**config.mk**
```make
export PLATFORM = sky130hd
export DESIGN_NAME = alu_cmd_issuer_flat
export DESIGN_NICKNAME = d
export VERILOG_FILES = /design/src/rtl/alu_cmd_issuer_if.sv /design/src/rtl/alu_cmd_issuer.sv /design/src/flat_wrapper.sv
export SDC_FILE = /design/constraint.sdc
export NUM_CORES = 1
export LEC_CHECK = 0
export CORE_ASPECT_RATIO = 1.5
export CORE_UTILIZATION = 48
export DETAILED_ROUTE_END_ITERATION = 16
export GPL_ROUTABILITY_DRIVEN = 0
export GPL_TIMING_DRIVEN = 1
export PLACE_DENSITY = 0.88
export SLEW_MARGIN = 10
export SYNTH_ARGS = -nofsm -noshare
export SYNTH_HDL_FRONTEND = slang
export SYNTH_SLANG_ARGS = --single-unit
```
**constraint.sdc**
```tcl
create_clock -name clk -period 3 [get_ports clk]
set_clock_uncertainty 0.2 [all_clocks]
set_input_delay 0.6 -clock clk [delete_from_list [all_inputs] [get_ports clk]]
set_output_delay 0.6 -clock clk [all_outputs]
set_load 0.1 [all_outputs]
```
**src/rtl/alu_cmd_issuer_if.sv**
```systemverilog
// ---------------------------------------------------------------------------
// alu_cmd_issuer_if
//   Bundles the three buses around the accumulator-ALU command issuer:
//     cmd_*  : command channel, valid/ready (initiator -> issuer)
//     alu_*  : ALU selector/operand outputs and result/overflow inputs
//     rsp_*  : response channel, valid/ready (issuer -> consumer)
//   master : environment side (drives commands, ALU result, rsp_ready)
//   slave  : issuer side
// ---------------------------------------------------------------------------
interface alu_cmd_issuer_if #(
    parameter int unsigned WIDTH = 8
);
    // command channel
    logic             cmd_valid;
    logic             cmd_ready;
    logic [2:0]       cmd_op;
    logic [1:0]       cmd_mode;
    logic [WIDTH-1:0] cmd_a;
    logic [WIDTH-1:0] cmd_b;

    // ALU side
    logic [2:0]       alu_in_sel;
    logic [6:0]       alu_out_sel;
    logic [WIDTH-1:0] alu_num1;
    logic [WIDTH-1:0] alu_num2;
    logic [WIDTH-1:0] alu_result;
    logic             alu_overflow;

    // response channel
    logic             rsp_valid;
    logic             rsp_ready;
    logic [WIDTH-1:0] rsp_data;
    logic [1:0]       rsp_status;

    modport master (
        output cmd_valid, cmd_op, cmd_mode, cmd_a, cmd_b,
        input  cmd_ready,
        input  alu_in_sel, alu_out_sel, alu_num1, alu_num2,
        output alu_result, alu_overflow,
        input  rsp_valid, rsp_data, rsp_status,
        output rsp_ready
    );

    modport slave (
        input  cmd_valid, cmd_op, cmd_mode, cmd_a, cmd_b,
        output cmd_ready,
        output alu_in_sel, alu_out_sel, alu_num1, alu_num2,
        input  alu_result, alu_overflow,
        output rsp_valid, rsp_data, rsp_status,
        input  rsp_ready
    );
endinterface

```
**src/rtl/alu_cmd_issuer.sv**
```systemverilog
// ---------------------------------------------------------------------------
// alu_cmd_issuer
//   Initiator-side driver for the accumulator ALU. Accepts an encoded command,
//   drives one-hot mode/op selectors and operands for ALU_LAT cycles, samples
//   result and overflow, and returns them on a response channel. Tracks a
//   sticky overflow flag that blocks persist-mode reuse of a faulted
//   accumulator until a load- or reset-mode command is accepted.
//
//   Ports:
//     clk      : rising-edge clock
//     rst      : asynchronous active-low reset
//     bus      : alu_cmd_issuer_if.slave (cmd_*, alu_*, rsp_*)
//     err_flag : sticky ALU overflow flag
// ---------------------------------------------------------------------------
module alu_cmd_issuer #(
    parameter int unsigned WIDTH   = 8,
    parameter int unsigned ALU_LAT = 2
) (
    input  logic              clk,
    input  logic              rst,
    alu_cmd_issuer_if.slave   bus,
    output logic              err_flag
);

    localparam int unsigned    CW       = (ALU_LAT > 1) ? $clog2(ALU_LAT) : 1;
    localparam logic [CW-1:0]  CNT_LOAD = CW'(ALU_LAT - 1);

    localparam logic [1:0] MODE_PERSIST = 2'd0;
    localparam logic [1:0] MODE_RESET   = 2'd2;
    localparam logic [1:0] MODE_BAD     = 2'd3;
    localparam logic [2:0] OP_BAD       = 3'd7;

    localparam logic [2:0] IN_SEL_IDLE  = 3'b100;
    localparam logic [1:0] ST_OK        = 2'b00;
    localparam logic [1:0] ST_OVF       = 2'b01;
    localparam logic [1:0] ST_ILLEGAL   = 2'b10;

    typedef enum logic [1:0] {
        S_IDLE,
        S_ISSUE,
        S_RESP
    } state_t;

    state_t           state, state_n;
    logic [CW-1:0]    cnt, cnt_n;
    logic [2:0]       in_sel, in_sel_n;
    logic [6:0]       out_sel, out_sel_n;
    logic [WIDTH-1:0] num1, num1_n;
    logic [WIDTH-1:0] num2, num2_n;
    logic [WIDTH-1:0] rdata, rdata_n;
    logic [1:0]       rstat, rstat_n;
    logic             err, err_n;

    logic             accept;
    logic             illegal;

    // ------------------------------------------------------------------
    // State register and datapath registers
    // ------------------------------------------------------------------
    always_ff @(posedge clk or negedge rst) begin
        if (!rst) begin
            state <= S_IDLE;
        end else begin
            state <= state_n;
        end
    end

    always_ff @(posedge clk or negedge rst) begin
        if (!rst) begin
            cnt     <= '0;
            in_sel  <= IN_SEL_IDLE;
            out_sel <= '0;
            num1    <= '0;
            num2    <= '0;
            rdata   <= '0;
            rstat   <= ST_OK;
            err     <= 1'b0;
        end else begin
            cnt     <= cnt_n;
            in_sel  <= in_sel_n;
            out_sel <= out_sel_n;
            num1    <= num1_n;
            num2    <= num2_n;
            rdata   <= rdata_n;
            rstat   <= rstat_n;
            err     <= err_n;
        end
    end

    // ------------------------------------------------------------------
    // Next-state and next-value logic
    // ------------------------------------------------------------------
    always_comb begin
        state_n   = state;
        cnt_n     = cnt;
        in_sel_n  = in_sel;
        out_sel_n = out_sel;
        num1_n    = num1;
        num2_n    = num2;
        rdata_n   = rdata;
        rstat_n   = rstat;
        err_n     = err;

        accept  = (state == S_IDLE) && bus.cmd_valid;
        // Persist while faulted would silently reuse a corrupted accumulator.
        illegal = (bus.cmd_op == OP_BAD) || (bus.cmd_mode == MODE_BAD) ||
                  ((bus.cmd_mode == MODE_PERSIST) && err);

        unique case (state)
            S_IDLE: begin
                if (accept) begin
                    if (illegal) begin
                        state_n = S_RESP;
                        rdata_n = '0;
                        rstat_n = ST_ILLEGAL;
                    end else begin
                        state_n   = S_ISSUE;
                        cnt_n     = CNT_LOAD;
                        // Encodings are ordered MSB-first in the one-hot vectors.
                        in_sel_n  = 3'b100 >> bus.cmd_mode;
                        out_sel_n = 7'b1000000 >> bus.cmd_op;
                        num1_n    = (bus.cmd_mode == MODE_RESET) ? '0 : bus.cmd_a;
                        num2_n    = bus.cmd_b;
                        if (bus.cmd_mode != MODE_PERSIST) begin
                            err_n = 1'b0;
                        end
                    end
                end
            end

            S_ISSUE: begin
                if (cnt == '0) begin
                    state_n   = S_RESP;
                    rdata_n   = bus.alu_result;
                    rstat_n   = bus.alu_overflow ? ST_OVF : ST_OK;
                    if (bus.alu_overflow) begin
                        err_n = 1'b1;
                    end
                    in_sel_n  = IN_SEL_IDLE;
                    out_sel_n = '0;
                    num1_n    = '0;
                    num2_n    = '0;
                end else begin
                    cnt_n = cnt - CW'(1);
                end
            end

            S_RESP: begin
                if (bus.rsp_ready) begin
                    state_n = S_IDLE;
                end
            end

            default: begin
                state_n = S_IDLE;
            end
        endcase
    end

    // ------------------------------------------------------------------
    // Outputs
    // ------------------------------------------------------------------
    assign bus.cmd_ready   = (state == S_IDLE);
    assign bus.rsp_valid   = (state == S_RESP);
    assign bus.rsp_data    = rdata;
    assign bus.rsp_status  = rstat;
    assign bus.alu_in_sel  = in_sel;
    assign bus.alu_out_sel = out_sel;
    assign bus.alu_num1    = num1;
    assign bus.alu_num2    = num2;
    assign err_flag        = err;

endmodule

```
**src/flat_wrapper.sv**
```systemverilog
// flat-port wrapper written by rule: the top's interface ports become plain ports
module alu_cmd_issuer_flat 
#(
    parameter int unsigned WIDTH   = 8,
    parameter int unsigned ALU_LAT = 2
)
  (clk, rst, err_flag, bus_cmd_valid, bus_cmd_op, bus_cmd_mode, bus_cmd_a, bus_cmd_b, bus_cmd_ready, bus_alu_in_sel, bus_alu_out_sel, bus_alu_num1, bus_alu_num2, bus_alu_result, bus_alu_overflow, bus_rsp_valid, bus_rsp_data, bus_rsp_status, bus_rsp_ready);
  alu_cmd_issuer_if #(.WIDTH(WIDTH)) bus_i ();
  input  logic clk;
  input  logic rst;
  output logic err_flag;
  input wire logic [$bits(bus_i.cmd_valid)-1:0] bus_cmd_valid;
  input wire logic [$bits(bus_i.cmd_op)-1:0] bus_cmd_op;
  input wire logic [$bits(bus_i.cmd_mode)-1:0] bus_cmd_mode;
  input wire logic [$bits(bus_i.cmd_a)-1:0] bus_cmd_a;
  input wire logic [$bits(bus_i.cmd_b)-1:0] bus_cmd_b;
  output wire logic [$bits(bus_i.cmd_ready)-1:0] bus_cmd_ready;
  output wire logic [$bits(bus_i.alu_in_sel)-1:0] bus_alu_in_sel;
  output wire logic [$bits(bus_i.alu_out_sel)-1:0] bus_alu_out_sel;
  output wire logic [$bits(bus_i.alu_num1)-1:0] bus_alu_num1;
  output wire logic [$bits(bus_i.alu_num2)-1:0] bus_alu_num2;
  input wire logic [$bits(bus_i.alu_result)-1:0] bus_alu_result;
  input wire logic [$bits(bus_i.alu_overflow)-1:0] bus_alu_overflow;
  output wire logic [$bits(bus_i.rsp_valid)-1:0] bus_rsp_valid;
  output wire logic [$bits(bus_i.rsp_data)-1:0] bus_rsp_data;
  output wire logic [$bits(bus_i.rsp_status)-1:0] bus_rsp_status;
  input wire logic [$bits(bus_i.rsp_ready)-1:0] bus_rsp_ready;
  assign bus_i.cmd_valid = bus_cmd_valid;
  assign bus_i.cmd_op = bus_cmd_op;
  assign bus_i.cmd_mode = bus_cmd_mode;
  assign bus_i.cmd_a = bus_cmd_a;
  assign bus_i.cmd_b = bus_cmd_b;
  assign bus_cmd_ready = bus_i.cmd_ready;
  assign bus_alu_in_sel = bus_i.alu_in_sel;
  assign bus_alu_out_sel = bus_i.alu_out_sel;
  assign bus_alu_num1 = bus_i.alu_num1;
  assign bus_alu_num2 = bus_i.alu_num2;
  assign bus_i.alu_result = bus_alu_result;
  assign bus_i.alu_overflow = bus_alu_overflow;
  assign bus_rsp_valid = bus_i.rsp_valid;
  assign bus_rsp_data = bus_i.rsp_data;
  assign bus_rsp_status = bus_i.rsp_status;
  assign bus_i.rsp_ready = bus_rsp_ready;
  alu_cmd_issuer #(.WIDTH(WIDTH), .ALU_LAT(ALU_LAT)) u_core (.clk(clk), .rst(rst), .bus(bus_i), .err_flag(err_flag));
endmodule
```
### Word level (Yosys, flattened, before mapping)

Index checks and enable logic that the tools add are counted.

| word-level totals | value |
|---|---|
| register bits | 40 |
| latch bits | 0 |
| RAM bits | 0 |
| memory bits (read-only) | 0 |
| input bits | 34 |
| logic and storage cells | 77 |
| memories | 0 |

| cells by class | value |
|---|---|
| add/sub/neg operators | 1 |
| multiply operators | 0 |
| divide/modulo/power cells | 0 |
| order comparisons | 0 |
| eq/ne operators | 12 |
| shifts and indexed selects | 2 |
| multiplexer cells | 40 |
| bitwise operators | 0 |
| reductions and logical operators | 13 |

Operators with widths:

| kind | count |
|---|---|
| 2-to-1 mux 8 bit | 9 |
| one-hot mux 8 bit (2 select lines) | 3 |
| 2-to-1 mux 7 bit | 3 |
| 2-to-1 mux 2 bit | 7 |
| one-hot mux 7 bit (2 select lines) | 1 |
| 2-to-1 mux 1 bit | 9 |
| 2-to-1 mux 3 bit | 3 |
| inequality test 2 x 1 -> 1 bit, second input constant | 4 |
| AND reduction 4 bit | 2 |
| >> shifter 7 x 3 -> 7 bit, first input constant | 1 |
| equality test 2 bit, second input constant | 3 |
| inequality test 2 bit, second input constant | 3 |
| one-hot mux 2 bit (3 select lines) | 1 |
| one-hot mux 3 bit (2 select lines) | 1 |
| AND reduction 3 bit | 2 |
| AND reduction 6 bit | 1 |
| zero test 2 bit | 2 |
| one-hot mux 1 bit (2 select lines) | 2 |
| one-hot mux 2 bit (2 select lines) | 1 |
| nonzero test 2 bit | 2 |
| equality test 3 bit, second input constant | 1 |
| >> shifter 3 x 2 -> 3 bit, first input constant | 1 |
| equality test 2 x 1 -> 1 bit, second input constant | 1 |
| logical AND 1 bit | 2 |
| 2 further kinds | 3 |

### Longest topological paths before layout

| logic depth | value |
|---|---|
| depth after elaboration | 6 |
| mapped depth | 7 |

### Worst setup path before layout

OpenSTA, ideal clock, no wires.

| timing path | value |
|---|---|
| kind | reg2out |
| start | register u_core.state[0] |
| end | output port bus_cmd_ready |
| data arrival time | 2.132 ns |
| required time | 2.200 ns |
| path slack | 0.068 ns |
| cell stages (with the launch flop) | 3 |
| path buffers | 1 |
| path through | dfrtp_1 > buf_2 > nor2_1 |

| on the way | value |
|---|---|
| cells in the longest elaborated chain, start to end | 1 |

RTL lines:

| element | RTL line | RTL |
|---|---|---|
| from (decl) | alu_cmd_issuer.sv:44 | `state_t state, state_n;` |
| from (signal assigned) | alu_cmd_issuer.sv:64 | `state <= state_n;` |
| zero test 2 bit | alu_cmd_issuer.sv:163 | `assign bus.cmd_ready = (state == S_IDLE);` |
| to (decl) | flat_wrapper.sv:17 | `output wire logic [$bits(bus_i.cmd_ready)-1:0] bus_cmd_ready;` |

No other way between the ends.

### Final worst setup path

Same ends and word-level chain as after synthesis.

==> summary.txt <==
HP Class: in2async
Die height: 80.7 um
CTS Buf Count: 5
CP max stage delay: 0.64 ns
Mapped Nets: 232
Pre-CTS WS: 0.281 ns
Final Hold Fails: 0
Final period util: 82.6%
Reg-to-reg setup timing slack: 0.75 ns
Via-to-Cell Ratio: 5.54
Fmax: 404 MHz
Synth top area cells: dfrtp_1, nand3_1, a31oi_1, mux2_2, nand2_1
Critical Path, Cell by Cell: buf_4, nor2_1, buf_4, buf_12
Hold buffer count at CTS: 0
Crit path required time: 2.20 ns
Clock buffer depth: 2
DRC Markers: 0
Synth top area share: 49.3%
WL final: 4560 um
Num ports: 73
Crit path launch type: flip-flop
DR WL/cell: 14.3 um
ANT nets after route: 0
Final Slew Violations: 0
Async S/R FF share, synth: 100%
Worst-Margin Slew: 0.884 ns
Area grow syn2layout: 38.5%
Final net count: 307
GRT Total Usage: 22.3%
Cells after synthesis: 198
Final WS setup: 0.523 ns
CTS tree: built
Distinct cells, synth: 34
Post-synth EDFFs: 0
Cell area after synthesis: 1980 sq um
Yosys reg bits: 40
DPL Wire Length: 3240 um
Max-cap check violation count: 0
Max-slew headroom: 41.0%
Final number of setup-violating endpoints: 0
Die W: 54.5 um
Placed cells: 311
RSZ-0062 raised after global routing: no
Slowest cell on crit path: dfrtp_1
CP startpoint: u_core.state[0]
Antenna Cells: 0
Cell mode on critical path: buf_4
Post-synthesis sequential area ratio: 50.6%
Crit Path Class: reg2out
Initial Util: 50.0%
Vias in the first global route: 1620
Syn_area_per_cell: 10.0 sq um
Worst skew pair latency: 0.28 ns
Synth top cells by count: dfrtp_1, nand3_1, nand2_1, inv_1, a31oi_1
CTS sink count: 40
CP endpoint kind: output pin
Setup TNS Final: 0 ns
Synth area leader: dfrtp_1
Worst Path Arrival: 1.68 ns
Number of cell rows: 28
CP max FO: 20
Status: completed
Pre-antenna DRT Iters: 4
Number of synthesis warnings: 0
Root Driver: clkbuf_8
Worst-path clk slew: 0.07 ns
Min cycle time layout: 2.48 ns
Share of cells above drive strength 1: 26.6%
Largest net degree at the start of global routing: 41
First DRT Iteration DRCs: 55
Layout Utilization: 69.3%
Post-Layout Cell Count: 319
Post-CTS Resized: 0
Via count: 1766
PortBufs: 72
Initial antenna violation count: 0
Core Box Area: 3960 sq um
Layout filler cell count: 309
Most used flip-flop cell after synthesis: dfrtp_1
First-pass GRT wire length: 7130 um
Logic depth of the worst register-to-register path: 4
Die area: 4390 sq um
Count leader, synth: dfrtp_1
CTS HTree Levels: 2
# Post-CTS Setup Buffers: 0
GRT overflow: 0
FF-to-FF Start: u_core.state[0]
[per-stage QoR]
| step | area (sq um) | hold WS (ns) |
|---|---|---|
| final | 2740 | 0.231 |
| after global placement | 2650 | 0.284 |
| after detailed placement | 2650 | 0.282 |
| after global routing | 2740 | 0.287 |
| after CTS | 2740 | 0.254 |
| after floorplan | 1980 | 0.104 |
[state kept, by name, indices dropped and copies added (netlist names)]
name,count
u_core.bus.alu_in_sel,3
u_core.bus.alu_num1,8
u_core.bus.alu_num2,8
u_core.bus.alu_out_sel,7
u_core.bus.rsp_data,8
u_core.bus.rsp_status,2
u_core.cnt,1
u_core.err_flag,1
u_core.state,2
[critical path, delay by kind of cell, from the launching register on]
kind	cells	cell delay, ns
buffers and inverters	3	0.68
DFF	1	0.64
and+or+nand+nor	1	0.06
[kinds of logic (layout without fill, tap and decap cells)]
logic type,after synthesis,count (layout),share of synthesized area (%)
flops,40,40,50.6
buf+inv,32,108,7.96
compound gates,39,39,13.4
simple gates,68,68,17.4
mux,19,19,10.7
[path summary, 6_finish.rpt]
check                                             to
max                                    bus_cmd_ready
min                           u_core.bus.alu_num2[3]
max reg2reg                 u_core.bus.rsp_status[0]
min reg2reg                u_core.bus.alu_out_sel[5]
max in group asynchronous     u_core.bus.alu_num1[1]
min in group clk           u_core.bus.alu_out_sel[5]
[placed cells by master, fill, tap and decap left out, types with 3 or more instances in the layout]
cell type,Yosys,routed
buf_4,0,48
mux2_2,9,9
clkbuf_8,0,6
nand2_1,22,22
mux2i_1,8,8
o21ai_0,4,4
clkdlybuf4s50_1,0,32
nor3_1,3,3
inv_1,18,18
nor2_1,4,4
nand3_1,27,27
dfrtp_1,39,39
o22ai_1,8,8
a31oi_1,17,17
[layout make-up]
class	instances	area, sq um	share of cell area, %
multi-input cells	126	821	29.9
well taps	45	56.3	2.05
repair buffers	82	706	25.7
clock buffers	8	90.1	3.28
inverters	18	67.6	2.46
flip-flops and latches	40	1000	36.5
[routing by layer]
metal / wire [um] / global-route usage [%] / vias to the layer above / part of all wire, %
met5: 0 / 0 / - / 0
met4: 57 / 8.21 / 0 / 1.3
met3: 228 / 4.36 / 6 / 5.0
met2: 2510 / 39.1 / 61 / 55
met1: 1760 / 25.5 / 852 / 39
li1: - / - / 847 / -
Power is left out: the tool's default activity adds up to more than one toggle a clock period on the data nets, which glitch-free logic cannot reach.
